$ cat src/rtl/dirty_status_array.sv
// Per-way dirty-bit array with a flush sequencer.
// The sequencer walks every set once and issues a writeback for each dirty line.
module dirty_status_array #(
  parameter int              SETS       = 4,
  parameter int              IDX_W      = 2,
  parameter logic [SETS-1:0] INIT_DIRTY = '0
) (
  input  logic             clk,
  input  logic             reset,
  input  logic             wr_en,
  input  logic [IDX_W-1:0] wr_index,
  input  logic             wr_dirty,
  input  logic [IDX_W-1:0] rd_index,
  output logic             dirty_out,
  output logic [SETS-1:0]  dirty_vec,
  output logic [IDX_W:0]   dirty_count,
  input  logic             flush_req,
  output logic             wb_valid,
  output logic [IDX_W-1:0] wb_index,
  input  logic             wb_ready,
  output logic             busy,
  output logic             flush_done,
  output logic [1:0]       dbg_state_o
);

  typedef enum logic [1:0] {
    ST_IDLE = 2'd0,
    ST_SCAN = 2'd1,
    ST_WB   = 2'd2,
    ST_DONE = 2'd3
  } state_e;

  localparam logic [IDX_W-1:0] LAST_IDX = IDX_W'(SETS - 1);

  function automatic logic [IDX_W:0] popcount(input logic [SETS-1:0] v);
    logic [IDX_W:0] c;
    c = '0;
    for (int i = 0; i < SETS; i++) begin
      c = c + (IDX_W+1)'(v[i]);
    end
    return c;
  endfunction

  localparam logic [IDX_W:0] INIT_COUNT = popcount(INIT_DIRTY);

  state_e           state_q, state_d;
  logic [IDX_W-1:0] ptr_q, ptr_d;
  logic [SETS-1:0]  dirty_q, dirty_d;
  logic [IDX_W:0]   count_q;

  always_ff @(posedge clk or negedge reset) begin
    if (!reset) begin
      state_q <= ST_IDLE;
      ptr_q   <= '0;
      dirty_q <= INIT_DIRTY;
      count_q <= INIT_COUNT;
    end else begin
      state_q <= state_d;
      ptr_q   <= ptr_d;
      dirty_q <= dirty_d;
      // Count is taken from the next-state vector so it never lags dirty_vec.
      count_q <= popcount(dirty_d);
    end
  end

  // Writeback handshake: wb_valid and wb_index are held stable while in WB;
  // the transfer happens on a rising edge where wb_valid && wb_ready, which
  // also clears the dirty bit of that set.
  always_comb begin
    state_d = state_q;
    ptr_d   = ptr_q;
    dirty_d = dirty_q;
    unique case (state_q)
      ST_IDLE: begin
        if (wr_en) begin
          dirty_d[wr_index] = wr_dirty;
        end
        if (flush_req) begin
          state_d = ST_SCAN;
          ptr_d   = '0;
        end
      end
      ST_SCAN: begin
        if (dirty_q[ptr_q]) begin
          state_d = ST_WB;
        end else if (ptr_q == LAST_IDX) begin
          state_d = ST_DONE;
        end else begin
          ptr_d = ptr_q + IDX_W'(1);
        end
      end
      ST_WB: begin
        if (wb_ready) begin
          dirty_d[ptr_q] = 1'b0;
          if (ptr_q == LAST_IDX) begin
            state_d = ST_DONE;
          end else begin
            state_d = ST_SCAN;
            ptr_d   = ptr_q + IDX_W'(1);
          end
        end
      end
      ST_DONE: begin
        state_d = ST_IDLE;
      end
      default: begin
        state_d = ST_IDLE;
      end
    endcase
  end

  assign dirty_vec   = dirty_q;
  assign dirty_out   = dirty_q[rd_index];
  assign dirty_count = count_q;
  assign wb_valid    = (state_q == ST_WB);
  assign wb_index    = ptr_q;
  assign busy        = (state_q != ST_IDLE);
  assign flush_done  = (state_q == ST_DONE);
  assign dbg_state_o = state_q;

endmodule

$ cat config.mk
export PLATFORM = sky130hd
export DESIGN_NAME = dirty_status_array
export DESIGN_NICKNAME = d
export VERILOG_FILES = /design/src/rtl/dirty_status_array.sv
export SDC_FILE = /design/constraint.sdc
export NUM_CORES = 1
export LEC_CHECK = 0
export ABC_AREA = 1
export CORE_UTILIZATION = 40
export CTS_CLUSTER_DIAMETER = 40
export DETAILED_ROUTE_END_ITERATION = 16
export GPL_ROUTABILITY_DRIVEN = 0
export PLACE_DENSITY = 0.74
export SLEW_MARGIN = 0
export SYNTH_ARGS = -nofsm -noshare
export SYNTH_HDL_FRONTEND = slang
export SYNTH_SLANG_ARGS = --single-unit
$ cat constraint.sdc
create_clock -name clk -period 5.94 [get_ports clk]
set_input_delay 1.188 -clock clk [delete_from_list [all_inputs] [get_ports clk]]
set_output_delay 1.188 -clock clk [all_outputs]
set_load 0.02 [all_outputs]
==> results of run 1 <==
## flip-flops by register name, indices dropped and copies added, names as in the netlist
register	cells
dirty_vec	4
dbg_state_o	2
dirty_count	3
wb_index	2
## power groups by stage
| stage | Clock (mW) | Combinational, mW | Sequential (mW) |
|---|---|---|---|
| after global placement | 0 | 0.386 | 0.150 |
| after floorplan | 0 | 0.225 | 0.180 |
| final | 0.0546 | 0.395 | 0.149 |
| after detailed placement | 0 | 0.397 | 0.151 |
| after CTS | 0.0549 | 0.400 | 0.149 |
| after global routing | 0.0576 | 0.444 | 0.155 |
## metrics by stage
stage	cell area (um^2)	setup WS, ns	hold WS [ns]	cells	power [mW]
after floorplan	806	3.05	0.649	103	0.404
after global placement	1080	2.22	0.570	152	0.536
after detailed placement	1080	2.13	0.577	152	0.548
after CTS	1100	2.13	0.596	156	0.604
after global routing	1100	2.08	0.624	156	0.657
final	1100	2.13	0.588	156	0.598
## metal layers
metal | global-route usage | vias to the layer above | share of wire
met5 | 0 | - | 0
met4 | 0.0857 | 0 | 0.012
met2 | 0.322 | 23 | 0.49
met3 | 0.0462 | 3 | 0.046
met1 | 0.247 | 350 | 0.45
li1 | - | 396 | -
## worst max-delay path by stage
stage | from | end | slack (ns) | cells past startpoint
3_3_place_gp | rd_index[0] | dirty_out | 2.22 | 4
2_1_floorplan | rd_index[0] | dirty_out | 3.05 | 3
6_report | rd_index[0] | dirty_out | 2.13 | 4
5_1_grt | rd_index[0] | dirty_out | 2.08 | 4
4_1_cts | rd_index[0] | dirty_out | 2.13 | 4
3_5_place_dp | rd_index[0] | dirty_out | 2.13 | 4
## layout make-up
type,count,share of cell area
multi-input combinational,76,0.426
timing repair buffer,24,0.217
tap,25,0.0283
sequential,11,0.249
clock inverter,1,0.00453
clock buffer,3,0.0204
inverter,16,0.0544
## cells in the mapped netlist, drive strengths merged
library cell,instances,area share
or2,1,0.0078
ha,10,0.16
nor2,5,0.023
nor3,1,0.012
nand2,29,0.15
a31oi,1,0.0078
nand3b,2,0.019
inv,16,0.075
dfrtp,11,0.34
o21ai,9,0.061
a32oi,1,0.011
a21oi,4,0.025
o211ai,1,0.0093
nand3,9,0.056
fa,1,0.025
o31ai,2,0.019
## critical path, delay by kind of cell
kind	cells	cell delay (ns)
AOI/OAI and AO/OA	1	0.21
and+or+nand+nor	1	0.08
buffers and inverters	2	1.13
## cell families (layout without fill, tap and decap cells)
kind of cell	after synthesis	in the layout
AO/OA/AOI/OAI	18	18
adder cells (fa/ha/maj)	11	11
AND/OR/NAND/NOR	47	47
buffers and inverters	16	44
flip-flops	11	11
==> flow_summary_export.csv, run 1 <==
group,metric,value,unit
outcome,status,"complete, no violations",
drt,ant_nets,0,
logic_synthesis,synth_mux_area_frac,0,
cts,cts_sinks,11,
floorplanning,rows,15,
timing,hold_violations,0,
logic_synthesis,synth_top_family_by_area,"simple AND/OR/NAND/NOR gates",
worst_setup_path,reg2reg_depth,10,
final_layout,syn_to_final_growth,37.1,%
power_and_ir_drop,internal_power,306,uW
drt,drcViolationCount,0,
final_layout,final_cell_mix,"25 x nand2_1, 24 x clkdlybuf4s50_1, 12 x inv_1",
worst_hold_path,hold_start,"wb_index[1]",
timing,finalSetupTns,0,ns
timing,period_share,0.641,
grt,antenna_found_initial,0,
grt,grt_overflow,0,
worst_hold_path,holdPathStages,2,
floorplanning,die_y,46.9,um
power_and_ir_drop,switching_share,0.489,
final_layout,fin_nets,153,
logic_synthesis,synth_seq_cells,11,
floorplanning,die_area,2200,um^2
cts,clk_latency,0.28,ns
grt,grt_pass1_wl,2940,um
cts,clock_path_buffers,2,
cts,root_buffer,"clkbuf_4",
cts,ctsHoldBuffers,0,
power_and_ir_drop,p_leak,0.543,nW
timing,setup_violations,0,
final_layout,n_fill_cell,165,
final_layout,fin_util,0.613,
grt,grt_max_degree,12,
logic_synthesis,yosysSeqAreaShare,0.342,
timing,worst_pin_slew,0.530,ns
power_and_ir_drop,combPwrFrac,0.660,
drt,first_iter_violations,8,
worst_setup_path,r2r_setup_slack,3.43,ns
drt,via_count,772,
logic_synthesis,postSynthCellCount,103,
timing,finalCriticalPeriod,3.81,ns
grt,track_usage,0.197,
worst_setup_path,cp.arrival,2.62,ns
logic_synthesis,yosysWarnings,0,
drt,vias_per_cell,4.95,
run,cap_viol_max_count,0,
final_layout,multi_input_area,470,um^2
floorplanning,io-pin-count,25,
drt,wl_per_cell,11.7,um
logic_synthesis,synth-xor-area-share,0,
timing,slew_violations,0,
drt,wl,1820,um
worst_hold_path,hp-class,"reg -> reg",
logic_synthesis,synthAdderAreaFrac,0.180,
logic_synthesis,syn_area_per_cell,7.82,um^2
floorplanning,fp.dieW,46.9,um
power_and_ir_drop,max-vdd-ir-drop,0.312,mV
final_layout,antennaDiodeCount,0,
worst_setup_path,slowest_stage,"clkdlybuf4s50_1",
final_layout,regArea,275,um^2
final_layout,final_layout_size_suffix_gt1_frac,0.107,
logic_synthesis,syn-num-nets,124,
cts,cts.repair.resized,0,
logic_synthesis,yosysUniqueCellTypes,20,
cts,post-cts-setup-buffer-count,0,
worst_setup_path,cp_max_fo,3,
cts,h-tree-depth,1,
worst_setup_path,endpoint_kind,"output port",
power_and_ir_drop,power_density,542,nW/um^2
worst_hold_path,hold_end,"wb_index[1]",
cts,clkTransAtPathRegs,0.08,ns
timing,rsz0062_at_grt,"no",
worst_setup_path,cp_cell_sequence,"clkdlybuf4s50_1 > nand2_1 > a32oi_1 > clkdlybuf4s50_1",
timing,fmax,263,MHz
place,hpwlAfterDp,1470,um
floorplanning,core_region_area,1800,um^2
logic_synthesis,syn_area,806,um^2
worst_setup_path,worstSetupPathType,"in -> out",
worst_setup_path,timing.rr.start,"dbg_state_o[0]",
worst_setup_path,cp_common_cell,"clkdlybuf4s50_1",
final_layout,layout_commonest_cell,"nand2_1",
place,portBuffers,24,
floorplanning,start_util,0.447,
power_and_ir_drop,power_switching,292,uW
worst_setup_path,critPathRequiredTime,4.75,ns
worst_setup_path,max_stage_delay,0.63,ns
cts,cts_buffers,3,
cts,cts_tree,"yes",
logic_synthesis,synth_compound_area_frac,0.132,
worst_setup_path,reg2reg_to,"dirty_count[1]",
power_and_ir_drop,power.share.sequential,0.249,
grt,grt_pass1_vias,692,
drt,drt-pass1-iter-count,4,
timing,relSlewSlack,0.646,
logic_synthesis,synthSimpleGateAreaFrac,0.272,
timing,clock_skew,0.00320,ns
worst_setup_path,critPathLaunchType,"primary input",
power_and_ir_drop,clockPowerShare,0.091,
Note: power is estimated with default switching activity, not from simulation.
==> run 2, diff against run 1 <==
==> constraint.sdc (replaced) <==
create_clock -name clk -period 3.55 [get_ports clk]
set_input_delay 0.71 -clock clk [delete_from_list [all_inputs] [get_ports clk]]
set_output_delay 0.71 -clock clk [all_outputs]
set_load 0.02 [all_outputs]
==> flow_summary_export.csv, run 2 (synthesis results as in run 1) <==
group,metric,value,unit
timing,worst_slack,0.760,ns
cts,root_buffer,"clkbuf_4",
timing,finalSetupTns,0,ns
floorplanning,core_region_area,1800,um^2
final_layout,fin_nets,153,
floorplanning,rows,15,
grt,grt_max_degree,12,
worst_setup_path,slowest_stage,"clkdlybuf4s50_1",
grt,grt_overflow,0,
final_layout,largest_reg_flops,4,
worst_setup_path,critPathLaunchType,"primary input",
worst_setup_path,max_stage_delay,0.62,ns
drt,vias_per_cell,4.99,
final_layout,final_cell_mix,"25 x nand2_1, 24 x clkdlybuf4s50_1, 12 x inv_1",
drt,drt-pass1-iter-count,4,
final_layout,syn_to_final_growth,37.1,%
drt,drcViolationCount,0,
floorplanning,start_util,0.447,
floorplanning,io-pin-count,25,
timing,hold_violations,0,
worst_setup_path,cp_cell_sequence,"clkdlybuf4s50_1 > nand2_1 > a32oi_1 > clkdlybuf4s50_1",
timing,fmax,358,MHz
final_layout,antennaDiodeCount,0,
worst_setup_path,endpoint_kind,"output port",
worst_setup_path,cp_max_fo,3,
grt,grt_pass1_wl,2870,um
drt,ant_nets,0,
power_and_ir_drop,switching_share,0.490,
power_and_ir_drop,power.share.sequential,0.248,
timing,rsz0062_at_grt,"no",
drt,via_count,778,
timing,clock_skew,0.00319,ns
timing,finalCriticalPeriod,2.79,ns
cts,cts_sinks,11,
run,cap_viol_max_count,0,
power_and_ir_drop,power_switching,494,uW
power_and_ir_drop,power_density,913,nW/um^2
worst_setup_path,critPathRequiredTime,2.84,ns
worst_setup_path,worstSetupPathType,"in -> out",
final_layout,final_layout_size_suffix_gt1_frac,0.107,
floorplanning,die_area,2200,um^2
worst_setup_path,cp.buffers_inverters,2,
place,post-place-ws,0.714,ns
grt,grt_pass1_vias,650,
worst_setup_path,cp.arrival,2.08,ns
cts,cts_tree,"yes",
place,portBuffers,24,
cts,post-cts-setup-buffer-count,0,
cts,h-tree-depth,1,
cts,cts_buffers,3,
worst_setup_path,cp_common_cell,"clkdlybuf4s50_1",
timing,relSlewSlack,0.655,
cts,clk_latency,0.27,ns
timing,worst_pin_slew,0.516,ns
floorplanning,fp.dieW,46.9,um
cts,clkTransAtPathRegs,0.07,ns
power_and_ir_drop,clockPowerShare,0.086,
timing,period_share,0.786,
power_and_ir_drop,internal_power,514,uW
drt,wl,1820,um
grt,track_usage,0.186,
grt,antenna_found_initial,0,
outcome,status,"complete, no violations",
worst_hold_path,hp-class,"reg -> reg",
worst_setup_path,critPathTopFamily,"buffers and inverters",
power_and_ir_drop,combPwrFrac,0.666,
place,hpwlAfterDp,1480,um
power_and_ir_drop,max-vdd-ir-drop,0.455,mV
timing,slew_violations,0,
drt,first_iter_violations,18,
final_layout,layout_commonest_cell,"nand2_1",
timing,setup_violations,0,
power_and_ir_drop,p_total,1.01,mW
cts,ctsHoldBuffers,0,
floorplanning,die_y,46.9,um
drt,wl_per_cell,11.7,um
cts,cts.repair.resized,0,
power_and_ir_drop,p_leak,0.543,nW
cts,clock_path_buffers,2,
## run 2: cell counts in the layout (fill, tap and decap cells not counted)
No cell type changed its count.
## run 2: final cells by class
class | count | area (um^2)
fill | 165 | 697
multi-input combinational | 76 | 470
sequential | 11 | 275
timing repair buffer | 24 | 240
inverter | 16 | 60.1
tap | 25 | 31.3
clock buffer | 3 | 22.5
clock inverter | 1 | 5.00
## run 2: per-layer routing
layer | routed length (um) | GRT usage | up-vias
met5 | 0 | 0 | -
met4 | 14 | 0.0343 | 0
met3 | 89 | 0.0385 | 2
met2 | 891 | 0.308 | 21
met1 | 822 | 0.252 | 362
li1 | - | - | 393
## run 2: power groups by stage
| stage | Sequential [mW] | Clock, mW | Combinational, mW |
|---|---|---|---|
| 6_report | 0.250 | 0.0869 | 0.671 |
| 5_1_grt | 0.259 | 0.0951 | 0.749 |
| 4_1_cts | 0.251 | 0.0896 | 0.678 |
| 3_5_place_dp | 0.253 | 0 | 0.674 |
| 3_3_place_gp | 0.251 | 0 | 0.656 |
| 2_1_floorplan | 0.300 | 0 | 0.376 |
## run 2: worst reg2reg max path, stage by stage, from the launching register on
cell and delay [ns]:
dfrtp_1 0.47, inv_1 0.12, ha_1 0.29, o21ai_0 0.31
nor2_1 0.08, nand2_1 0.08, nand2_1 0.05, o31ai_1 0.11
fa_1 0.50, ha_1 0.20, ha_1 0.27
## run 2: final timing paths
path | start | to | slack [ns] | cells after the start
min | wb_index[1] | wb_index[1] | 0.62 | 2
max in group asynchronous | reset | wb_index[1] | 2.43 | 1
max reg2reg | dbg_state_o[0] | dirty_count[1] | 0.98 | 10
min in group asynchronous | reset | dirty_count[0] | 0.78 | 1
max | rd_index[0] | dirty_out | 0.76 | 4
min reg2reg | wb_index[1] | wb_index[1] | 0.62 | 2
## run 2: per-stage QoR
stage / std cells / instance area, um^2 / hold WS (ns) / util
after floorplan: 103 / 806 / 0.414 / -
after global placement: 152 / 1080 / 0.572 / 0.598
after detailed placement: 152 / 1080 / 0.598 / 0.598
after CTS: 156 / 1100 / 0.616 / 0.613
after global routing: 156 / 1100 / 0.636 / 0.613
final: 156 / 1100 / 0.616 / 0.613
==> run 3, diff against run 2 <==
--- a/config.mk
+++ b/config.mk
@@ -10,7 +10,7 @@
 export CTS_CLUSTER_DIAMETER = 40
 export DETAILED_ROUTE_END_ITERATION = 16
 export GPL_ROUTABILITY_DRIVEN = 0
-export PLACE_DENSITY = 0.74
+export PLACE_DENSITY = 0.77
 export SLEW_MARGIN = 0
 export SYNTH_ARGS = -nofsm -noshare
 export SYNTH_HDL_FRONTEND = slang
==> constraint.sdc (replaced) <==
create_clock -name clk -period 2.5 [get_ports clk]
set_input_delay 0.5 -clock clk [delete_from_list [all_inputs] [get_ports clk]]
set_output_delay 0.5 -clock clk [all_outputs]
set_load 0.02 [all_outputs]
==> flow_summary_export.csv, run 3 (synthesis results as in run 1) <==
group,metric,value,unit
power_and_ir_drop,power_density,1300,nW/um^2
worst_hold_path,hp-class,"in -> async",
place,hpwlAfterDp,1570,um
timing,rsz0062_at_grt,"no",
floorplanning,die_area,2200,um^2
timing,clock_skew,0.00891,ns
place,post-place-ws,-0.149,ns
cts,post-cts-setup-buffer-count,0,
worst_setup_path,cp.arrival,1.88,ns
final_layout,layout_commonest_cell,"nand2_1",
timing,worst_slack,0.121,ns
drt,via_count,808,
timing,hold_violations,0,
timing,finalCriticalPeriod,2.38,ns
cts,clkTransAtPathRegs,0.08,ns
drt,first_iter_violations,3,
place,placed_cell_area,1130,um^2
cts,h-tree-depth,1,
drt,drt-pass1-iter-count,4,
outcome,status,"complete, no violations",
final_layout,largest_reg_flops,4,
cts,clk_latency,0.28,ns
grt,track_usage,0.210,
place,portBuffers,24,
timing,hold_slack,0.562,ns
cts,cts_sinks,11,
final_layout,syn_to_final_growth,44.9,%
timing,slew_violations,0,
grt,grt_overflow,0,
power_and_ir_drop,p_leak,0.575,nW
grt,antenna_found_initial,0,
floorplanning,die_y,46.9,um
drt,vias_per_cell,4.96,
final_layout,final_cell_area,1170,um^2
timing,period_share,0.951,
timing,worst_pin_slew,0.535,ns
cts,cts_tree,"yes",
grt,grt_max_degree,12,
final_layout,fin_util,0.648,
floorplanning,fp.dieW,46.9,um
run,cap_viol_max_count,0,
timing,fmax,420,MHz
drt,drcViolationCount,0,
final_layout,fin_nets,160,
final_layout,n_fill_cell,158,
floorplanning,start_util,0.447,
timing,relSlewSlack,0.642,
worst_setup_path,critPathLaunchType,"primary input",
worst_setup_path,worstSetupPathType,"in -> out",
worst_setup_path,cp_max_fo,3,
cts,root_buffer,"clkbuf_4",
cts,clock_path_buffers,2,
timing,setup_violations,0,
drt,ant_nets,0,
floorplanning,io-pin-count,25,
floorplanning,core_region_area,1800,um^2
final_layout,final_layout_size_suffix_gt1_frac,0.167,
floorplanning,rows,15,
worst_setup_path,critPathRequiredTime,2.00,ns
power_and_ir_drop,max-vdd-ir-drop,0.769,mV
timing,finalSetupTns,0,ns
worst_setup_path,endpoint_kind,"output port",
cts,cts_buffers,3,
drt,wl_per_cell,11.9,um
final_layout,antennaDiodeCount,0,
final_layout,final_cell_mix,"25 x nand2_1, 24 x clkdlybuf4s50_1, 12 x inv_1",
grt,grt_pass1_wl,3210,um
grt,grt_pass1_vias,742,
drt,wl,1940,um
-- run 3: cell count changes in the layout (fill, tap and decap cells not counted), sizes merged --
cell / change
clkbuf: +1
buf: +7
clkinv: -1
-- run 3: area by class of cell --
type | instances | area (um^2) | share of cell area
clock buffers | 4 | 26.3 | 0.0225
inverters | 16 | 60.1 | 0.0514
multi-input cells | 76 | 482 | 0.413
flip-flops and latches | 11 | 275 | 0.236
well taps | 25 | 31.3 | 0.0268
repair buffers | 31 | 293 | 0.251
-- run 3: critical path, stage by stage --
cell and delay, ns:
clkdlybuf4s50_1 0.50, nand2_1 0.06, a32oi_1 0.19, clkdlybuf4s50_1 0.62
-- run 3: final timing paths --
| path | start | endpoint | slack [ns] | depth (start not counted) |
|---|---|---|---|---|
| setup / recovery | rd_index[0] | dirty_out | 0.12 | 4 |
| hold / removal | reset | dirty_vec[0] | 0.56 | 1 |
| hold reg to reg | wb_index[1] | wb_index[1] | 0.60 | 2 |
| setup reg to reg | dbg_state_o[1] | dirty_count[1] | 0.12 | 7 |
| max in group asynchronous | reset | dirty_vec[3] | 1.57 | 1 |
| min in group clk | wb_index[1] | wb_index[1] | 0.60 | 2 |
-- run 3: metrics by stage --
stage               power (mW)  std cells
floorplan                0.961        103
global placement          1.34        159
detailed placement        1.38        159
CTS                       1.51        163
global route              1.67        163
finish                    1.51        163
-- run 3: power breakdown --
part	internal, mW	total [mW]	switching (mW)
clock network	0.0619	0.131	0.0693
logic	0.464	1.04	0.574
registers	0.260	0.344	0.0836
-- run 3: layer usage --
metal / GRT usage / wire, um
met1: 0.264 / 892
met2: 0.356 / 946
met3: 0.0231 / 51
met4: 0.103 / 53
met5: 0 / 0
-- run 3: repair_timing --
action	in CTS	in global routing
hold buffers	0	0
resized for setup	0	4
endpoints found under the setup margin	0	2
